$ cat src/rtl/dut_driver.sv
// Vector-execution stage: pops stimulus/design-interface words, drives the target,
// holds each vector for a programmed cycle count, and pushes masked target results.
module dut_driver #(
  parameter int STF_WIDTH   = 24,
  parameter int RTF_WIDTH   = 24,
  parameter int CYCLE_RANGE = 5,
  parameter int CMD_WIDTH   = 5,
  parameter int REQ_WIDTH   = 3,
  parameter int DIF_WIDTH   = REQ_WIDTH + CMD_WIDTH + STF_WIDTH
) (
  input  logic                             clock,
  input  logic                             reset_n,
  input  logic                             enable,
  input  logic                             sfifo_rdempty,
  output logic                             sfifo_rdreq,
  input  logic [STF_WIDTH+CYCLE_RANGE:0]   sfifo_dataq,
  input  logic                             dififo_rdempty,
  output logic                             dififo_rdreq,
  input  logic [DIF_WIDTH-1:0]             dififo_dataq,
  input  logic                             rfifo_wrfull,
  output logic                             rfifo_wrreq,
  output logic [RTF_WIDTH+CYCLE_RANGE:0]   rfifo_data,
  output logic [STF_WIDTH-1:0]             dut_in,
  input  logic [RTF_WIDTH-1:0]             dut_out,
  output logic                             dut_reset,
  output logic                             busy
);

  localparam int CYC_W = CYCLE_RANGE + 1;
  localparam int CNT_W = (CYC_W > CMD_WIDTH) ? CYC_W : CMD_WIDTH;

  localparam logic [REQ_WIDTH-1:0] REQ_SET_MASK  = REQ_WIDTH'(1);
  localparam logic [REQ_WIDTH-1:0] REQ_SET_IDLE  = REQ_WIDTH'(2);
  localparam logic [REQ_WIDTH-1:0] REQ_RESET_DUT = REQ_WIDTH'(3);

  typedef enum logic [2:0] {IDLE, S_LOAD, WAIT, WRITE, D_LOAD, D_RST} state_t;

  state_t                 r_state;
  state_t                 w_next;
  logic [CNT_W-1:0]       r_cnt;
  logic [CYC_W-1:0]       r_cyc;
  logic [RTF_WIDTH-1:0]   r_res;
  logic [RTF_WIDTH-1:0]   r_mask;
  logic [STF_WIDTH-1:0]   r_idle;
  logic [STF_WIDTH-1:0]   r_dut_in;

  logic [REQ_WIDTH-1:0]   w_req;
  logic [CMD_WIDTH-1:0]   w_cmd;
  logic [STF_WIDTH-1:0]   w_data;
  logic                   w_take_d;
  logic                   w_take_s;
  logic                   w_restore;

  assign w_req     = dififo_dataq[DIF_WIDTH-1 -: REQ_WIDTH];
  assign w_cmd     = dififo_dataq[STF_WIDTH +: CMD_WIDTH];
  assign w_data    = dififo_dataq[STF_WIDTH-1:0];
  assign w_take_d  = enable && !dififo_rdempty;
  assign w_take_s  = enable && dififo_rdempty && !sfifo_rdempty;
  // Idle value goes back on the pins only when no further work is about to start.
  assign w_restore = (sfifo_rdempty && dififo_rdempty) || !enable;

  always_ff @(posedge clock or negedge reset_n) begin
    if (!reset_n) r_state <= IDLE;
    else          r_state <= w_next;
  end

  always_comb begin
    w_next = r_state;
    case (r_state)
      IDLE: begin
        if (w_take_d)      w_next = D_LOAD;
        else if (w_take_s) w_next = S_LOAD;
      end
      S_LOAD:  w_next = WAIT;
      WAIT:    if (r_cnt == '0) w_next = WRITE;
      WRITE:   if (!rfifo_wrfull) w_next = IDLE;
      D_LOAD:  w_next = (w_req == REQ_RESET_DUT) ? D_RST : IDLE;
      D_RST:   if (r_cnt == '0) w_next = IDLE;
      default: w_next = IDLE;
    endcase
  end

  // Pops are gated by reset_n so every output reads 0 while reset is held.
  always_comb begin
    sfifo_rdreq  = 1'b0;
    dififo_rdreq = 1'b0;
    rfifo_wrreq  = 1'b0;
    dut_reset    = 1'b0;
    busy         = 1'b1;
    case (r_state)
      IDLE: begin
        busy         = 1'b0;
        dififo_rdreq = reset_n && w_take_d;
        sfifo_rdreq  = reset_n && w_take_s;
      end
      WRITE:   rfifo_wrreq = !rfifo_wrfull;
      D_RST:   dut_reset   = 1'b1;
      default: ;
    endcase
  end

  always_ff @(posedge clock or negedge reset_n) begin
    if (!reset_n) begin
      r_cnt    <= '0;
      r_cyc    <= '0;
      r_res    <= '0;
      r_mask   <= '1;
      r_idle   <= '0;
      r_dut_in <= '0;
    end else begin
      case (r_state)
        S_LOAD: begin
          r_dut_in <= sfifo_dataq[STF_WIDTH-1:0];
          r_cyc    <= sfifo_dataq[STF_WIDTH +: CYC_W];
          r_cnt    <= CNT_W'(sfifo_dataq[STF_WIDTH +: CYC_W]);
        end
        WAIT: begin
          if (r_cnt == '0) r_res <= dut_out & r_mask;
          else             r_cnt <= r_cnt - CNT_W'(1);
        end
        WRITE: begin
          if (!rfifo_wrfull && w_restore) r_dut_in <= r_idle;
        end
        D_LOAD: begin
          case (w_req)
            REQ_SET_MASK: begin
              r_mask <= w_data[RTF_WIDTH-1:0];
              if (w_restore) r_dut_in <= r_idle;
            end
            REQ_SET_IDLE: begin
              r_idle   <= w_data;
              r_dut_in <= w_data;
            end
            REQ_RESET_DUT: r_cnt <= CNT_W'(w_cmd);
            default: if (w_restore) r_dut_in <= r_idle;
          endcase
        end
        D_RST: begin
          if (r_cnt == '0) begin
            if (w_restore) r_dut_in <= r_idle;
          end else begin
            r_cnt <= r_cnt - CNT_W'(1);
          end
        end
        default: ;
      endcase
    end
  end

  assign rfifo_data = {r_cyc, r_res};
  assign dut_in     = r_dut_in;

endmodule

$ cat config.mk
export PLATFORM = sky130hd
export DESIGN_NAME = dut_driver
export DESIGN_NICKNAME = d
export VERILOG_FILES = /design/src/rtl/dut_driver.sv
export SDC_FILE = /design/constraint.sdc
export NUM_CORES = 1
export LEC_CHECK = 0
export ABC_AREA = 1
export CAP_MARGIN = 30
export CORE_MARGIN = 2
export CORE_UTILIZATION = 50
export CTS_BUF_LIST = sky130_fd_sc_hd__clkbuf_4
export DETAILED_ROUTE_END_ITERATION = 7
export GPL_TIMING_DRIVEN = 0
export PLACE_DENSITY = 0.83
export SLEW_MARGIN = 20
export SYNTH_ARGS = -nofsm -noshare
export SYNTH_HDL_FRONTEND = slang
export SYNTH_SLANG_ARGS = --single-unit
$ cat constraint.sdc
create_clock -name clock -period 2.98 [get_ports clock]
set_input_delay 0.596 -clock clock [delete_from_list [all_inputs] [get_ports clock]]
set_output_delay 0.596 -clock clock [all_outputs]
set_load 0.1 [all_outputs]
* Yosys cells after proc, flatten, opt, wreduce, memory -nomap -nowiden
Cells that the tools add are included.
** Storage, ports and cells
- Output and inout port bits :: 59
- Register bits after elaboration :: 111
- Bits of input ports :: 92
- Logic and storage cells :: 68
** Cells by class
- Add/subtract/negate cells :: 1
- Bitwise gates (word level) :: 1
- Mux-type cells :: 20
- Eq/ne operators :: 16
- Reduce and logical (&&, ||, !) cells :: 23
** Operator list (number)
- one-hot mux 24 bit (4 select lines) :: 1
- two-way mux 24 bit :: 3
- one-hot mux 24 bit (2 select lines) :: 1
- AND 24 bit :: 1
- two-way mux 3 bit :: 6
- one-hot mux 3 bit (6 select lines) :: 1
- one-hot mux 6 bit (3 select lines) :: 1
- inequality test 2 bit (second input constant) :: 7
- == test 3 x 2 -> 1 bit (second input constant) :: 4
- two-way mux 6 bit :: 2
- AND reduction 4 bit :: 2
- logical AND 1 bit :: 7
- == test 3 x 1 -> 1 bit (second input constant) :: 2
- == test 3 bit (second input constant) :: 2
- logical NOT 6 bit :: 1
- AND reduction 2 bit :: 3
- subtractor 6 x 1 -> 6 bit (second input constant) :: 1
- two-way mux 1 bit :: 5
- logical NOT 1 bit :: 4
- nonzero test 4 bit :: 1
- logical NOT 3 bit :: 1
- inequality test 3 bit (second input constant) :: 1
- AND reduction 3 bit :: 1
- nonzero test 3 bit :: 1
- 2 further kinds :: 2

* Depth between registers and ports, before layout
- Word-level depth :: 5
- Mapped depth :: 11
- Gate-level depth less buffers :: 9

* Worst setup path after synthesis
No wires, ideal clock.
- Kind :: flip-flop to output port
- Start :: reg r_state[1]
- End :: out sfifo_rdreq
- Buffers on the path :: 1
- Path slack :: -1.897 ns
- Arrival time :: 4.281 ns
- Cell stages (with the launch flop) :: 5
- Required time :: 2.384 ns
- Path through :: dfrtp_1 > buf_4 > nor2_1 > nand2_1 > nor4_1
** On the way
- Longest elaborated chain between the ends :: 2
** RTL lines
- start: declaration :: line 38 : state_t r_state;
- start signal: assignment :: line 64 : else r_state <= w_next;
- logical NOT 3 bit :: line 90 : case (r_state)
- two-way mux 1 bit :: line 90
- end: declaration :: line 15 : output logic sfifo_rdreq,
No other way between the ends.

* Final worst setup path
- Start :: reg r_state[2]
- End :: out busy
** On the way
- Longest elaborated chain between the ends :: 2
** RTL lines
- logical NOT 3 bit :: line 90
- two-way mux 1 bit :: line 90
- end: declaration :: line 26 : output logic busy
No other way between the ends.

==> results.ini <==
[routing]
dr.first_iter.drc_count = 496
detail-route-antenna-nets = 0
drt_pass1_iterations = 4
route.vias.total = 5946
wl_mm = 17.1
remaining_drc_errors = 0
routed_wire_length_per_instance_um = 15.3
vias_per_cell = 5.33

[global_routing]
gr_usage_total = 0.259
grt_first_pass_wirelength_mm = 27.3
antenna_found_initial = 0
grt_start_max_net_pins = 65
grt_overflow = 0
via_count_of_the_first_global_routing_pass = 5721

[placed_design]
io_buffers = 149
gpl.final_weighted_congestion = 0.891
place_hpwl_mm = 12.9
placement.setup.worst_slack_ps = -600

[floorplan]
start_util = 0.517
dieArea_sq_um = 13400
die_width_um = 116
die-height_um = 116
placement_rows = 40
coreArea_sq_um = 12100
ioPinCount = 151

[critical_path]
timing.critical_path.to_type = primary output
crit_required_ps = 2380
critPathArrivalTime_ps = 2280
crit_path_start_kind = register
r2r_setup_slack_ps = 1050
worst-setup-path-type = reg2out
path_depth_of_the_worst_reg2reg_path = 7
critPathMaxFanout = 10

[sta]
timing.max_slew.rel_slack = 0.323
rsz_0062_raised_after_global_routing = false
finalWorstSetupSlack_ps = 108
fin_crit_sh = 0.964
clock-skew-final_ps = 19.4
timing.final.max_slew_violations = 0
timing.final.setup_violations = 0
period_needed_ps = 2870
achievable-frequency_mhz = 348
final_hold_viol_count = 0
timing_worst_slew_pin_value_ps = 1010

[yosys]
synth.yosys.seq_area_share = 0.449
synth_top_area_frac = 0.348
async_flop_share = 1.00
netlist_instances = 781
netlist-cell-type-count = 33
synth-edff-count = 0
synth.ff_latch_count = 111
yosys_warnings = 0
ys_top_cells_by_area = sky130_fd_sc_hd__dfrtp_1, sky130_fd_sc_hd__nand2_1, sky130_fd_sc_hd__dfstp_2, sky130_fd_sc_hd__nand3b_1, sky130_fd_sc_hd__mux2_2
syn_avg_cell_area_sq_um = 8.01
syn_nets = 875
synth_top_cell_by_area = sky130_fd_sc_hd__dfrtp_1
ys_dominant_reg_cell = sky130_fd_sc_hd__dfrtp_1
syn-cell-area_sq_um = 6260

[clock_network]
post_cts_hold_buffer_count = 0
worst_skew_pair.late_latency_ps = 480
root_buffer = sky130_fd_sc_hd__clkbuf_4
tritoncts = done
cts.sinks = 111
h_tree_levels = 3
cts_post_setup_buffers_inserted = 0
clkTransAtPathRegs_ps = 170
cts_inserted_buffers = 9
cts-root-to-sink-buffers = 2

[worst_hold_path]
timing.hold.worst.class = in2async

[cells_and_area]
final_net_count = 1036
layout_cells_sized_above_1 = 0.134
antenna_cells_inserted = 0
fillers = 1025
areaGrowthSynthToFinish_pct = 30.7

[job]
timing.max_cap.violations = 0

[outcome]
status = finished, final reports clean

worst paths after layout:
path | startpoint | endpoint
hold / removal | reset_n | r_res[11]
setup reg to reg | r_cnt[0] | dut_in[18]
max in group asynchronous | reset_n | r_mask[3]
setup / recovery | r_state[2] | busy
hold reg to reg | r_mask[5] | r_res[5]
min in group clock | r_mask[5] | r_res[5]
synthesized netlist by cell type, drive strengths merged, types with 2 or more instances:
cell type / n
buf: 31
nand3b: 48
nand4: 49
nor2: 67
o21ai: 74
nand3: 67
clkbuf: 18
mux2: 30
inv: 69
ha: 2
dfstp: 24
a22oi: 2
dfrtp: 87
nand2: 207
cells by family (layout without fill, tap and decap cells):
kind of cell	count (synthesis)	after routing	share of synthesized area
compound gates	79	79	0.0648
simple gates	441	441	0.343
buf+inv	118	284	0.0854
flops	111	111	0.449
fa+ha+maj	2	2	0.00400
mux	30	30	0.0540
critical path, stage by stage, from the launching register on:
cell	delay, ps
sky130_fd_sc_hd__dfrtp_1	430
sky130_fd_sc_hd__inv_1	100
sky130_fd_sc_hd__buf_6	150
sky130_fd_sc_hd__nand2_1	220
sky130_fd_sc_hd__dlygate4sd2_1	900
per-layer routing:
metal	up-vias	part of all wire	wire length, um	GRT usage
met3	29	0.053	909	0.0476
met1	2798	0.44	7570	0.349
li1	2916	-	-	-
met5	-	0	0	0
met2	203	0.48	8300	0.434
met4	0	0.019	327	0.0706
final cells by class:
| class | instances | area (sq um) | area share |
|---|---|---|---|
| plain buffers | 49 | 275 | 0.0337 |
| clock buffers | 9 | 67.6 | 0.00826 |
| clock inverters | 7 | 120 | 0.0147 |
| inverters | 69 | 259 | 0.0317 |
| multi-input cells | 552 | 2930 | 0.359 |
| flip-flops and latches | 111 | 2810 | 0.343 |
| well taps | 168 | 210 | 0.0257 |
| repair buffers | 150 | 1510 | 0.184 |
sequential cells by signal, summed over array words and instances (netlist names):
register,flops
dut_in,24
r_mask,24
r_cnt,6
r_cyc,6
r_res,24
r_idle,24
r_state,3
stage by stage:
step	std cells	instance area [sq um]	hold WS (ps)	TNS, ps	utilization
4_1_cts	1115	8190	28.2	0	0.676
5_1_grt	1115	8180	28.1	0	0.675
6_report	1115	8180	26.6	0	0.675
3_3_place_gp	1098	7980	486	-306410	0.659
2_1_floorplan	781	6270	300	-116	-
3_5_place_dp	1099	8010	492	-1030	0.661
cells in the final DEF (no fill, tap or decap), drive strengths merged, types with 3 or more instances in the layout:
cell / instances
nand2: 207
clkdlybuf4s50: 143
dfrtp: 87
o21ai: 74
inv: 70
nand3: 67
nor2: 67
nand4: 49
nand3b: 48
buf: 35
mux2: 30
clkbuf: 28
dfstp: 24
bufinv: 3
timing repair:
item                                    in CTS  in global routing
resized for setup                           12                  6
pin swaps                                    0                  0
endpoints found under the setup margin       5                  3
Power is left out: the tool's default activity adds up to more than one toggle a clock period on the data nets, which glitch-free logic cannot reach.
